==> config.mk <==
export PLATFORM = sky130hd
export DESIGN_NAME = uart_rx_flat
export DESIGN_NICKNAME = d
export VERILOG_FILES = /design/src/rtl/uart_rx_if.sv /design/src/rtl/uart_rx.sv /design/src/flat_wrapper.sv
export SDC_FILE = /design/constraint.sdc
export NUM_CORES = 1
export LEC_CHECK = 0
export ABC_AREA = 1
export BUFFER_PORTS_ARGS = -buffer_cell sky130_fd_sc_hd__buf_2
export CAP_MARGIN = 20
export CORE_ASPECT_RATIO = 0.6
export CORE_MARGIN = 2
export CORE_UTILIZATION = 65
export CTS_BUF_LIST = sky130_fd_sc_hd__clkbuf_8
export DETAILED_ROUTE_END_ITERATION = 8
export HOLD_SLACK_MARGIN = 0.08
export PLACE_DENSITY = 0.95
export SLEW_MARGIN = 5
export SYNTH_ARGS = -nofsm -noshare
export SYNTH_HDL_FRONTEND = slang
export SYNTH_SLANG_ARGS = --single-unit
==> constraint.sdc <==
create_clock -name clk_i -period 3.7 [get_ports clk_i]
set_input_delay 0.37 -clock clk_i [delete_from_list [all_inputs] [get_ports clk_i]]
set_output_delay 0.37 -clock clk_i [all_outputs]
set_load 0.005 [all_outputs]
==> src/rtl/uart_rx_if.sv <==
// Serial receive bundle: line input from the pin side, byte/strobe outputs to the consumer.
// The receiver attaches through the slave modport; the line driver/consumer uses master.
interface uart_rx_if #(
   parameter int DATA_BITS = 8
);
   logic                 rx;
   logic [DATA_BITS-1:0] dout;
   logic                 done;
   logic                 err;
   logic                 busy;

   modport master (output rx, input dout, done, err, busy);
   modport slave  (input rx, output dout, done, err, busy);
endinterface

==> src/rtl/uart_rx.sv <==
// UART receiver: 2-flop synchronized line, single mid-bit sample per bit, LSB first,
// one-cycle done/err strobes, and a BREAK state that swallows a held-low line.
module uart_rx #(
   parameter int CLKS_PER_BIT = 16,
   parameter int DATA_BITS    = 8
) (
   input  logic       clk_i,
   input  logic       rst_i,
   uart_rx_if.slave   bus
);

   localparam int CW = $clog2(CLKS_PER_BIT);
   localparam int IW = (DATA_BITS > 1) ? $clog2(DATA_BITS) : 1;

   localparam logic [CW-1:0] HALF_TC  = CW'(CLKS_PER_BIT/2 - 1);
   localparam logic [CW-1:0] FULL_TC  = CW'(CLKS_PER_BIT - 1);
   localparam logic [IW-1:0] LAST_BIT = IW'(DATA_BITS - 1);

   typedef enum logic [2:0] {
      S_IDLE,
      S_START,
      S_DATA,
      S_STOP,
      S_BREAK
   } state_e;

   logic                 sync1_q, sync2_q;
   logic                 rx_s;
   state_e               state_q, state_d;
   logic [CW-1:0]        cnt_q, cnt_d;
   logic [IW-1:0]        idx_q, idx_d;
   logic [DATA_BITS-1:0] shreg_q, shreg_d;
   logic [DATA_BITS-1:0] dout_q, dout_d;
   logic                 done_q, done_d;
   logic                 err_q, err_d;

   // Synchronizer idles high so reset never looks like a start edge.
   always_ff @(posedge clk_i) begin
      if (rst_i) begin
         sync1_q <= 1'b1;
         sync2_q <= 1'b1;
      end else begin
         sync1_q <= bus.rx;
         sync2_q <= sync1_q;
      end
   end

   assign rx_s = sync2_q;

   always_ff @(posedge clk_i) begin
      if (rst_i) begin
         state_q <= S_IDLE;
         cnt_q   <= '0;
         idx_q   <= '0;
         shreg_q <= '0;
         dout_q  <= '0;
         done_q  <= 1'b0;
         err_q   <= 1'b0;
      end else begin
         state_q <= state_d;
         cnt_q   <= cnt_d;
         idx_q   <= idx_d;
         shreg_q <= shreg_d;
         dout_q  <= dout_d;
         done_q  <= done_d;
         err_q   <= err_d;
      end
   end

   always_comb begin
      state_d = state_q;
      cnt_d   = cnt_q;
      idx_d   = idx_q;
      shreg_d = shreg_q;
      dout_d  = dout_q;
      done_d  = 1'b0;
      err_d   = 1'b0;

      unique case (state_q)
         S_IDLE: begin
            if (!rx_s) begin
               state_d = S_START;
               cnt_d   = '0;
            end
         end

         // Half a bit in, so every later sample lands mid-bit.
         S_START: begin
            if (cnt_q == HALF_TC) begin
               cnt_d   = '0;
               idx_d   = '0;
               state_d = rx_s ? S_IDLE : S_DATA;
            end else begin
               cnt_d = cnt_q + CW'(1);
            end
         end

         S_DATA: begin
            if (cnt_q == FULL_TC) begin
               cnt_d          = '0;
               shreg_d[idx_q] = rx_s;
               if (idx_q == LAST_BIT) begin
                  state_d = S_STOP;
               end else begin
                  idx_d = idx_q + IW'(1);
               end
            end else begin
               cnt_d = cnt_q + CW'(1);
            end
         end

         S_STOP: begin
            if (cnt_q == FULL_TC) begin
               cnt_d = '0;
               if (rx_s) begin
                  dout_d  = shreg_q;
                  done_d  = 1'b1;
                  state_d = S_IDLE;
               end else begin
                  err_d   = 1'b1;
                  state_d = S_BREAK;
               end
            end else begin
               cnt_d = cnt_q + CW'(1);
            end
         end

         // A line stuck low must rise before another start edge is honoured.
         S_BREAK: begin
            if (rx_s) begin
               state_d = S_IDLE;
            end
         end

         default: begin
            state_d = S_IDLE;
         end
      endcase
   end

   assign bus.dout = dout_q;
   assign bus.done = done_q;
   assign bus.err  = err_q;
   assign bus.busy = (state_q == S_START) || (state_q == S_DATA) || (state_q == S_STOP);

endmodule
==> src/flat_wrapper.sv <==
// flat-port wrapper written by rule: the top's interface ports become plain ports
module uart_rx_flat 
#(
   parameter int CLKS_PER_BIT = 16,
   parameter int DATA_BITS    = 8
)
  (clk_i, rst_i, bus_rx, bus_dout, bus_done, bus_err, bus_busy);
  uart_rx_if #(.DATA_BITS(DATA_BITS)) bus_i ();
  input  logic clk_i;
  input  logic rst_i;
  input wire logic [$bits(bus_i.rx)-1:0] bus_rx;
  output wire logic [$bits(bus_i.dout)-1:0] bus_dout;
  output wire logic [$bits(bus_i.done)-1:0] bus_done;
  output wire logic [$bits(bus_i.err)-1:0] bus_err;
  output wire logic [$bits(bus_i.busy)-1:0] bus_busy;
  assign bus_i.rx = bus_rx;
  assign bus_dout = bus_i.dout;
  assign bus_done = bus_i.done;
  assign bus_err = bus_i.err;
  assign bus_busy = bus_i.busy;
  uart_rx #(.CLKS_PER_BIT(CLKS_PER_BIT), .DATA_BITS(DATA_BITS)) u_core (.clk_i(clk_i), .rst_i(rst_i), .bus(bus_i));
endmodule
# Word level (Yosys, flattened, before mapping)
# Index checks and enable logic that the tools add are counted.
# word_totals
inputBits,3
word_cells,64
register_bits,30
# classes
order_cmp,2
n_eq_ne,14
n_bitwise,2
mux,22
n_reduce_logical,13
n_addsub,2
# ops
op,n
3-bit 2-to-1 mux,10
3-bit case mux with 5 select lines,1
4-bit 2-to-1 mux,3
4-bit case mux with 3 select lines,1
"2-bit by 1-bit inequality test with 1-bit output, second input constant",5
8-bit bitwise mux,1
"3-bit by 2-bit equality test with 1-bit output, second input constant",2
"3-bit equality test, second input constant",2
3-bit case mux with 2 select lines,1
6-bit AND reduction,1
"4-bit by 1-bit adder with 4-bit output, second input constant",1
"4-bit by 3-bit equality test with 1-bit output, second input constant",1
"4-bit equality test, second input constant",1
"3-bit by 4-bit less-than comparator with 1-bit output, second input constant",1
"2-bit inequality test, second input constant",2
2-bit AND reduction,2
4-bit AND reduction,1
"3-bit by 1-bit adder with 3-bit output, second input constant",1
1-bit demux with 3-bit select,1
"3-bit by 1-bit equality test with 1-bit output, second input constant",1
"3-bit by 1-bit >= comparator with 1-bit output, second input constant",1
3-bit zero test,1
1-bit 2-to-1 mux,3
3-bit AND reduction,1
other kinds (8),10

# Longest topological paths before layout
# Gate-level depths: netlist of the first run.
# depth
word_depth,5
depth_mapped,10
mapped_depth_nobuf,9

# Worst setup path after synthesis of the first run
# No wires, ideal clock.
# synth_timing
path_type,reg2reg
startpoint,register u_core.idx_q[0]
endpoint,register u_core.state_q[2]
required_ps,3585
path_stages_with_launch,10
setup_ps,115
synth_period_minus_slack_ps,1303
t_arrival_ps,1188
path_slack_ps,2397
n_path_buf,0
cell_sequence,dfxtp_1 -> ha_1 -> ha_1 -> inv_1 -> nand3_1 -> nand2_1 -> nor2_2 -> nand3_1 -> nand2_1 -> nor2_1
# synth_via
elab_chain_cells,3
# synth_rtl
item,line_no,rtl
start: declaration,uart_rx.sv:31,"logic [IW-1:0] idx_q, idx_d;"
start signal: assignment,uart_rx.sv:62,idx_q <= idx_d;
3-bit equality test,uart_rx.sv:102,if (idx_q == LAST_BIT) begin
2-bit by 1-bit inequality test with 1-bit output (no line),n/a,
6-bit AND reduction (no line),n/a,
end signal: assignment,uart_rx.sv:60,state_q <= state_d;
end: declaration,uart_rx.sv:29,"state_e state_q, state_d;"
# Every way passes these cells.
# A chain may end at the register's enable or synchronous reset.

# Worst setup path in the final report of the first run
# layout_timing
startpoint,register u_core.state_q[0]
endpoint,output port bus_busy
# layout_via
elab_chain_cells,3
elab_cells_between_ends,5
# layout_rtl
item,line_no,rtl
3-bit by 1-bit equality test with 1-bit output / 3-bit by 2-bit equality test with 1-bit output (equally long branches),uart_rx.sv:144,assign bus.busy = (state_q == S_START) || (state_q == S_DATA) || (state_q == S_STOP);
1-bit logical OR,uart_rx.sv:144,
1-bit logical OR *,uart_rx.sv:144,
end: declaration,flat_wrapper.sv:15,output wire logic [$bits(bus_i.busy)-1:0] bus_busy;
# Every way passes the cells marked *; elsewhere a longest branch is shown, timed or not.

==> results.py, run 1 <==
metrics = {
    "drt": {
        "vias": 1366,
        "wl_um": 3320,
        "drc": 0,
        "drtIter0Drc": 74,
        "drtPass1Iterations": 5,
        "routedWlPerCell_um": 13.6,
        "drtAntennaViolNets": 0,
        "vias_per_cell": 5.58,
    },
    "floorplan": {
        "core_mm2": 0.00215,
        "die_y_um": 40.7,
        "die-width_um": 65.2,
        "ios": 14,
        "fp-row-count": 13,
        "die_area_mm2": 0.00266,
        "initial_utilization_pct": 68.1,
    },
    "worst_hold_path": {
        "hp-class": "in2reg",
        "worstHoldStart": "bus_rx",
        "hold_depth": 2,
        "worstHoldEndpoint": "u_core.sync1_q",
    },
    "timing": {
        "setup_tns_ns": 0,
        "max_freq_mhz": 606,
        "min_period_ns": 1.65,
        "setup_viol": 0,
        "rsz0062_at_grt": "no",
        "drv_slew": 0,
        "tightest_slew_ns": 0.537,
        "fin_crit_sh_pct": 44.6,
        "hold_violations": 0,
        "relSlewSlack_pct": 64.2,
        "clock_skew_ns": 0.00704,
    },
    "yosys": {
        "synth_cell_types": 28,
        "syn_avg_cell_area_um2": 7.35,
        "netlist_area_mm2": 0.00146,
        "yosysWarnings": 0,
        "synth_nets": 205,
        "ys_seq_area_share_pct": 41.1,
        "ys_seq_elements": 30,
        "syn_inst": 199,
    },
    "cts": {
        "cts_sinks": 30,
        "cts_max_level": 2,
        "cts_tree": "done",
        "clock_path_buffers": 2,
        "numCtsBuffers": 5,
        "clock_latency_ns": 0.29,
        "post_cts_resized": 0,
        "root_buffer": "clkbuf_8",
        "clk_pin_slew_ns": 0.06,
        "cts_hold_buf": 0,
        "post_cts_buffers": 0,
    },
    "global_routing": {
        "overflow": 0,
        "grt_pass1_vias": 1159,
        "antenna_found_initial": 0,
        "grt_max_degree": 20,
        "grt_pass1_wl_um": 4970,
        "globalRouteTotalUtil_pct": 26.8,
    },
    "setup_path": {
        "r2r_slack_ns": 2.18,
        "critPathArrivalTime_ns": 1.28,
        "cp_top_family": "flip-flops",
        "reg2reg_from": "u_core.cnt_q[1]",
        "criticalPathCategory": "reg2out",
        "slowest_stage": "dfxtp_1",
        "worstPathRequired_ns": 3.33,
        "path_buf_inv": 1,
        "cpPeakStageDelay_ns": 0.57,
        "path_cells": "nor2_4, nor2_1, buf_2",
        "r2r_end": "u_core.shreg_q[7]",
        "crit_path_max_fanout": 8,
        "r2r_cells": 8,
        "start_kind": "register",
        "cp-end-kind": "output port",
    },
    "cells_and_area": {
        "n_antenna_cell": 0,
        "syn_to_final_growth_pct": 11.2,
        "layout-drive-gt1-share_pct": 20.5,
        "nFillCells": 152,
        "final_nets": 220,
        "layout_commonest_cell": "nor2_1",
        "mostFrequentLayoutCells": "nor2_1, nand2_1, dfxtp_1",
    },
    "place": {
        "portBuffers": 13,
        "dp_hpwl_um": 2490,
        "globalplace.congestion": 0.868,
    },
    "pwr": {
        "p_switching_mw": 0.415,
        "pwr-share-seq_pct": 39.4,
        "clkPwrFrac_pct": 26.2,
        "p_comb_share_pct": 34.4,
        "p_int_mw": 0.612,
        "ir_drop_v": 0.000487,
        "leakage_nw": 0.711,
        "finalPower_mw": 1.03,
        "powerDensity_mw_per_mm2": 632,
        "switching_share_pct": 40.4,
    },
    "flow_run": {
        "cap_violations": 0,
    },
    "status": {
        "status": "complete, no violations",
    },
}
[synth_stat cells]
cell	n	share of area (%)
dfxtp_1	30	41
o21ai_0	16	5.5
nand3_4	2	2.4
nand2_1	31	8.0
nand2_4	1	0.77
buf_2	3	1.0
nand2_2	5	2.1
o21ai_1	4	1.4
or2_2	3	1.3
inv_2	3	0.77
and2_1	1	0.43
nand3b_1	1	0.51
a21oi_2	1	0.60
clkinv_4	1	0.60
a21oi_1	13	4.4
nor2_4	4	3.1
nor2_2	3	1.3
nand4_1	1	0.43
nor2_1	36	9.2
xor2_1	1	0.60
clkbuf_1	1	0.26
inv_1	13	3.3
a31oi_1	1	0.43
nor3_1	9	3.1
buf_6	1	0.77
nand3_2	1	0.68
nand3_1	10	3.4
ha_1	3	2.6
[metal layers]
layer	GRT usage [%]	share of wire, %	up-vias
li1	-	-	676
met1	32.8	43	622
met2	41.8	47	62
met3	9.62	8.9	6
met4	17.2	1.8	0
met5	0	0	-
[metrics by stage]
step	utilization [%]	area (µm²)	cells	worst slack, ns	hold WS (ns)
final	75.8	1630	245	2.05	0.262
after global routing	75.8	1630	245	1.99	0.263
after CTS	75.8	1630	245	2.07	0.258
after detailed placement	71.5	1540	237	2.19	0.400
after global placement	71.5	1540	237	2.24	0.398
after floorplan	-	1460	199	2.40	0.389
[how the worst max path moves through the flow]
| stage | startpoint | endpoint | depth (start not counted) |
|---|---|---|---|
| global route | u_core.state_q[0] | bus_busy | 3 |
| finish | u_core.state_q[0] | bus_busy | 3 |
| detailed placement | u_core.cnt_q[1] | u_core.shreg_q[7] | 8 |
| floorplan | u_core.idx_q[0] | u_core.state_q[2] | 9 |
| CTS | u_core.state_q[0] | bus_busy | 3 |
| global placement | u_core.rx_s | u_core.state_q[0] | 7 |
[registers in the layout, indices dropped and copies added (netlist names)]
| signal | flops |
|---|---|
| u_core.bus.dout | 8 |
| u_core.shreg_q | 8 |
| u_core.cnt_q | 4 |
| u_core.idx_q | 3 |
| u_core.state_q | 3 |
| u_core.bus.done | 1 |
| u_core.bus.err | 1 |
| u_core.rx_s | 1 |
| u_core.sync1_q | 1 |
[area by class of cell]
cell class              count  area (µm²)  share of cell area (%)
clock inverters             2        8.76                   0.538
repair buffers             13        65.1                    4.00
well taps                  30        37.5                    2.31
clock buffers               6        82.6                    5.08
flip-flops and latches     30         601                    36.9
inverters                  17        68.8                    4.23
multi-input cells         147         763                    46.9
[power groups by stage]
stage	registers [mW]	logic [mW]	clock network [mW]
2_1_floorplan	0.377	0.309	0
3_3_place_gp	0.406	0.319	0
3_5_place_dp	0.410	0.345	0
4_1_cts	0.403	0.347	0.272
5_1_grt	0.408	0.399	0.286
6_report	0.405	0.354	0.269
[kinds of logic after synthesis]
logic type                 after synthesis  share of synthesized area (%)
xor gates and xnor gates                 1                          0.599
adders and majority gates                3                           2.57
and+or+nand+nor                        108                           36.7
AOI/OAI and AO/OA                       35                           12.3
buffers and inverters                   22                           6.76
DFF                                     30                           41.1
Note: power is estimated with default switching activity, not from simulation.
==> inputs of run 2 (changes only) <==
- CORE_UTILIZATION: 65 -> 54
- PLACE_DENSITY: 0.95 -> 0.86
- clock period: 3.7 -> 1.4 ns (I/O delays scaled with it)
==> run 2 against run 1 <==
Net effect: die area up 19%; global-route usage down 5.0 points; sequential power rose to 2.6 times the previous value; via count down 1.1%; sequential cell count unchanged; critical path depth up 5; final cell count up 5.3%; utilization down 6.4 points; critical endpoint is now u_core.state_q[1].
==> results.py, run 2 (synthesis gave the netlist of run 1 again) <==
metrics = {
    "floorplan": {
        "ios": 14,
        "core_mm2": 0.00254,
        "die_y_um": 44.3,
        "die-width_um": 71.2,
        "initial_utilization_pct": 57.6,
        "fp-row-count": 14,
        "die_area_mm2": 0.00315,
    },
    "flow_run": {
        "cap_violations": 0,
    },
    "pwr": {
        "p_switching_mw": 1.18,
        "clkPwrFrac_pct": 24.4,
        "ir_drop_v": 0.000955,
        "pwr-share-seq_pct": 36.6,
        "powerDensity_mw_per_mm2": 1660,
        "leakage_nw": 0.765,
        "p_comb_share_pct": 39.0,
        "finalPower_mw": 2.92,
        "switching_share_pct": 40.4,
        "p_int_mw": 1.74,
    },
    "cts": {
        "clock_path_buffers": 2,
        "clock_latency_ns": 0.29,
        "root_buffer": "clkbuf_8",
        "cts_sinks": 30,
        "numCtsBuffers": 5,
        "clk_pin_slew_ns": 0.06,
        "cts_tree": "done",
        "cts_max_level": 2,
    },
    "drt": {
        "routedWlPerCell_um": 12.9,
        "wl_um": 3320,
        "drtPass1Iterations": 4,
        "drtAntennaViolNets": 0,
        "drtIter0Drc": 72,
        "wl_met2_um": 1330,
        "vias_per_cell": 5.24,
        "dr.max_layer_used": "met4",
        "wl_met3_um": 302,
        "met1Wirelength_um": 1620,
        "drc": 0,
        "vias": 1351,
    },
    "timing": {
        "max_freq_mhz": 742,
        "setup_viol": 0,
        "whs_ns": 0.215,
        "fin_crit_sh_pct": 96.3,
        "clock_skew_ns": 0.00215,
        "hold_violations": 0,
        "min_period_ns": 1.35,
        "rsz0062_at_grt": "yes",
        "drv_slew": 0,
        "relSlewSlack_pct": 81.1,
        "tightest_slew_ns": 0.283,
    },
    "setup_path": {
        "critPathArrivalTime_ns": 1.53,
        "r2r_slack_ns": 0.05,
        "cp-end-kind": "register",
        "worstPathRequired_ns": 1.58,
        "start_kind": "register",
        "crit_path_max_fanout": 7,
        "criticalPathCategory": "reg2reg",
    },
    "place": {
        "placed_cell_area_mm2": 0.00160,
        "portBuffers": 13,
        "dp_hpwl_um": 2240,
        "globalplace.congestion": 0.948,
    },
    "global_routing": {
        "grt_pass1_wl_um": 5020,
        "antenna_found_initial": 0,
        "grt_pass1_vias": 1031,
        "grt_max_degree": 16,
        "globalRouteTotalUtil_pct": 21.8,
        "overflow": 0,
    },
    "cells_and_area": {
        "layout-drive-gt1-share_pct": 29.6,
        "n_antenna_cell": 0,
        "layout_commonest_cell": "nor2_1",
        "final_nets": 231,
        "utilization_pct": 69.3,
        "fin_area_mm2": 0.00176,
        "mostFrequentLayoutCells": "nor2_1, nand2_1, dfxtp_1",
        "nFillCells": 202,
        "syn_to_final_growth_pct": 20.4,
    },
    "worst_hold_path": {
        "hp-class": "in2reg",
    },
    "status": {
        "status": "complete, no violations",
    },
}
[run 2: cell count changes in the layout (fill, tap and decap cells not counted), moves of 2 or more]
cell     before  now
buf_4         0    9
dfxtp_1      30   24
dfxtp_2       0    6
ha_1          3    0
ha_2          0    2
o21ai_0      16   12
o21ai_1       4    8
[run 2: critical path: stages (launching register included)]
cell and delay, ns:
dfxtp_2 0.37, ha_4 0.17, nand3_4 0.15, nand2_2 0.12
nand2_2 0.11, nor2_1 0.16, nand2_1 0.07, nand2_1 0.05
nor2_1 0.04
[run 2: final cells by class]
type	count	area [µm²]	area share, %
multi-input cells	147	802	45.6
flip-flops and latches	30	608	34.5
repair buffers	23	143	8.10
clock buffers	6	82.6	4.69
inverters	17	71.3	4.05
well taps	32	40.0	2.27
clock inverters	2	8.76	0.498
repair inverters	1	5.00	0.284
[run 2: repair_timing]
action                                  CTS  global route
gates cloned                              0             1
buffers inserted                          0             1
pin swaps                                 0             4
endpoints found under the setup margin   18            22
hold endpoints to repair                  1             0
gates resized for setup                   3            17
hold buffers                              1             0
[run 2: worst paths after layout]
kind | start | to | cells past startpoint
worst max-delay path | u_core.cnt_q[1] | u_core.state_q[1] | 8
worst min-delay path | rst_i | u_core.cnt_q[1] | 3
worst max register to register | u_core.cnt_q[1] | u_core.state_q[1] | 8
worst min register to register | u_core.sync1_q | u_core.rx_s | 1
[run 2: power by group through the flow]
stage / Sequential, mW / Clock, mW / Combinational [mW]
floorplan: 0.996 / 0 / 0.816
global placement: 1.05 / 0 / 0.980
detailed placement: 1.06 / 0 / 0.979
CTS: 1.05 / 0.726 / 1.00
global route: 1.08 / 0.754 / 1.26
finish: 1.07 / 0.712 / 1.14
[run 2: metal layers]
metal	track usage, %	up-vias
met2	27.8	60
li1	-	701
met3	6.83	7
met4	11.7	0
met5	0	-
met1	32.4	583
[run 2: stage by stage]
stage / setup TNS [ns] / instances / worst slack [ns]
final: 0 / 258 / 0.0515
after global routing: -0.0858 / 258 / -0.0245
after CTS: 0 / 256 / 0.0202
after detailed placement: -0.205 / 247 / -0.0345
after global placement: -0.00592 / 247 / -0.00310
after floorplan: 0 / 199 / 0.0974
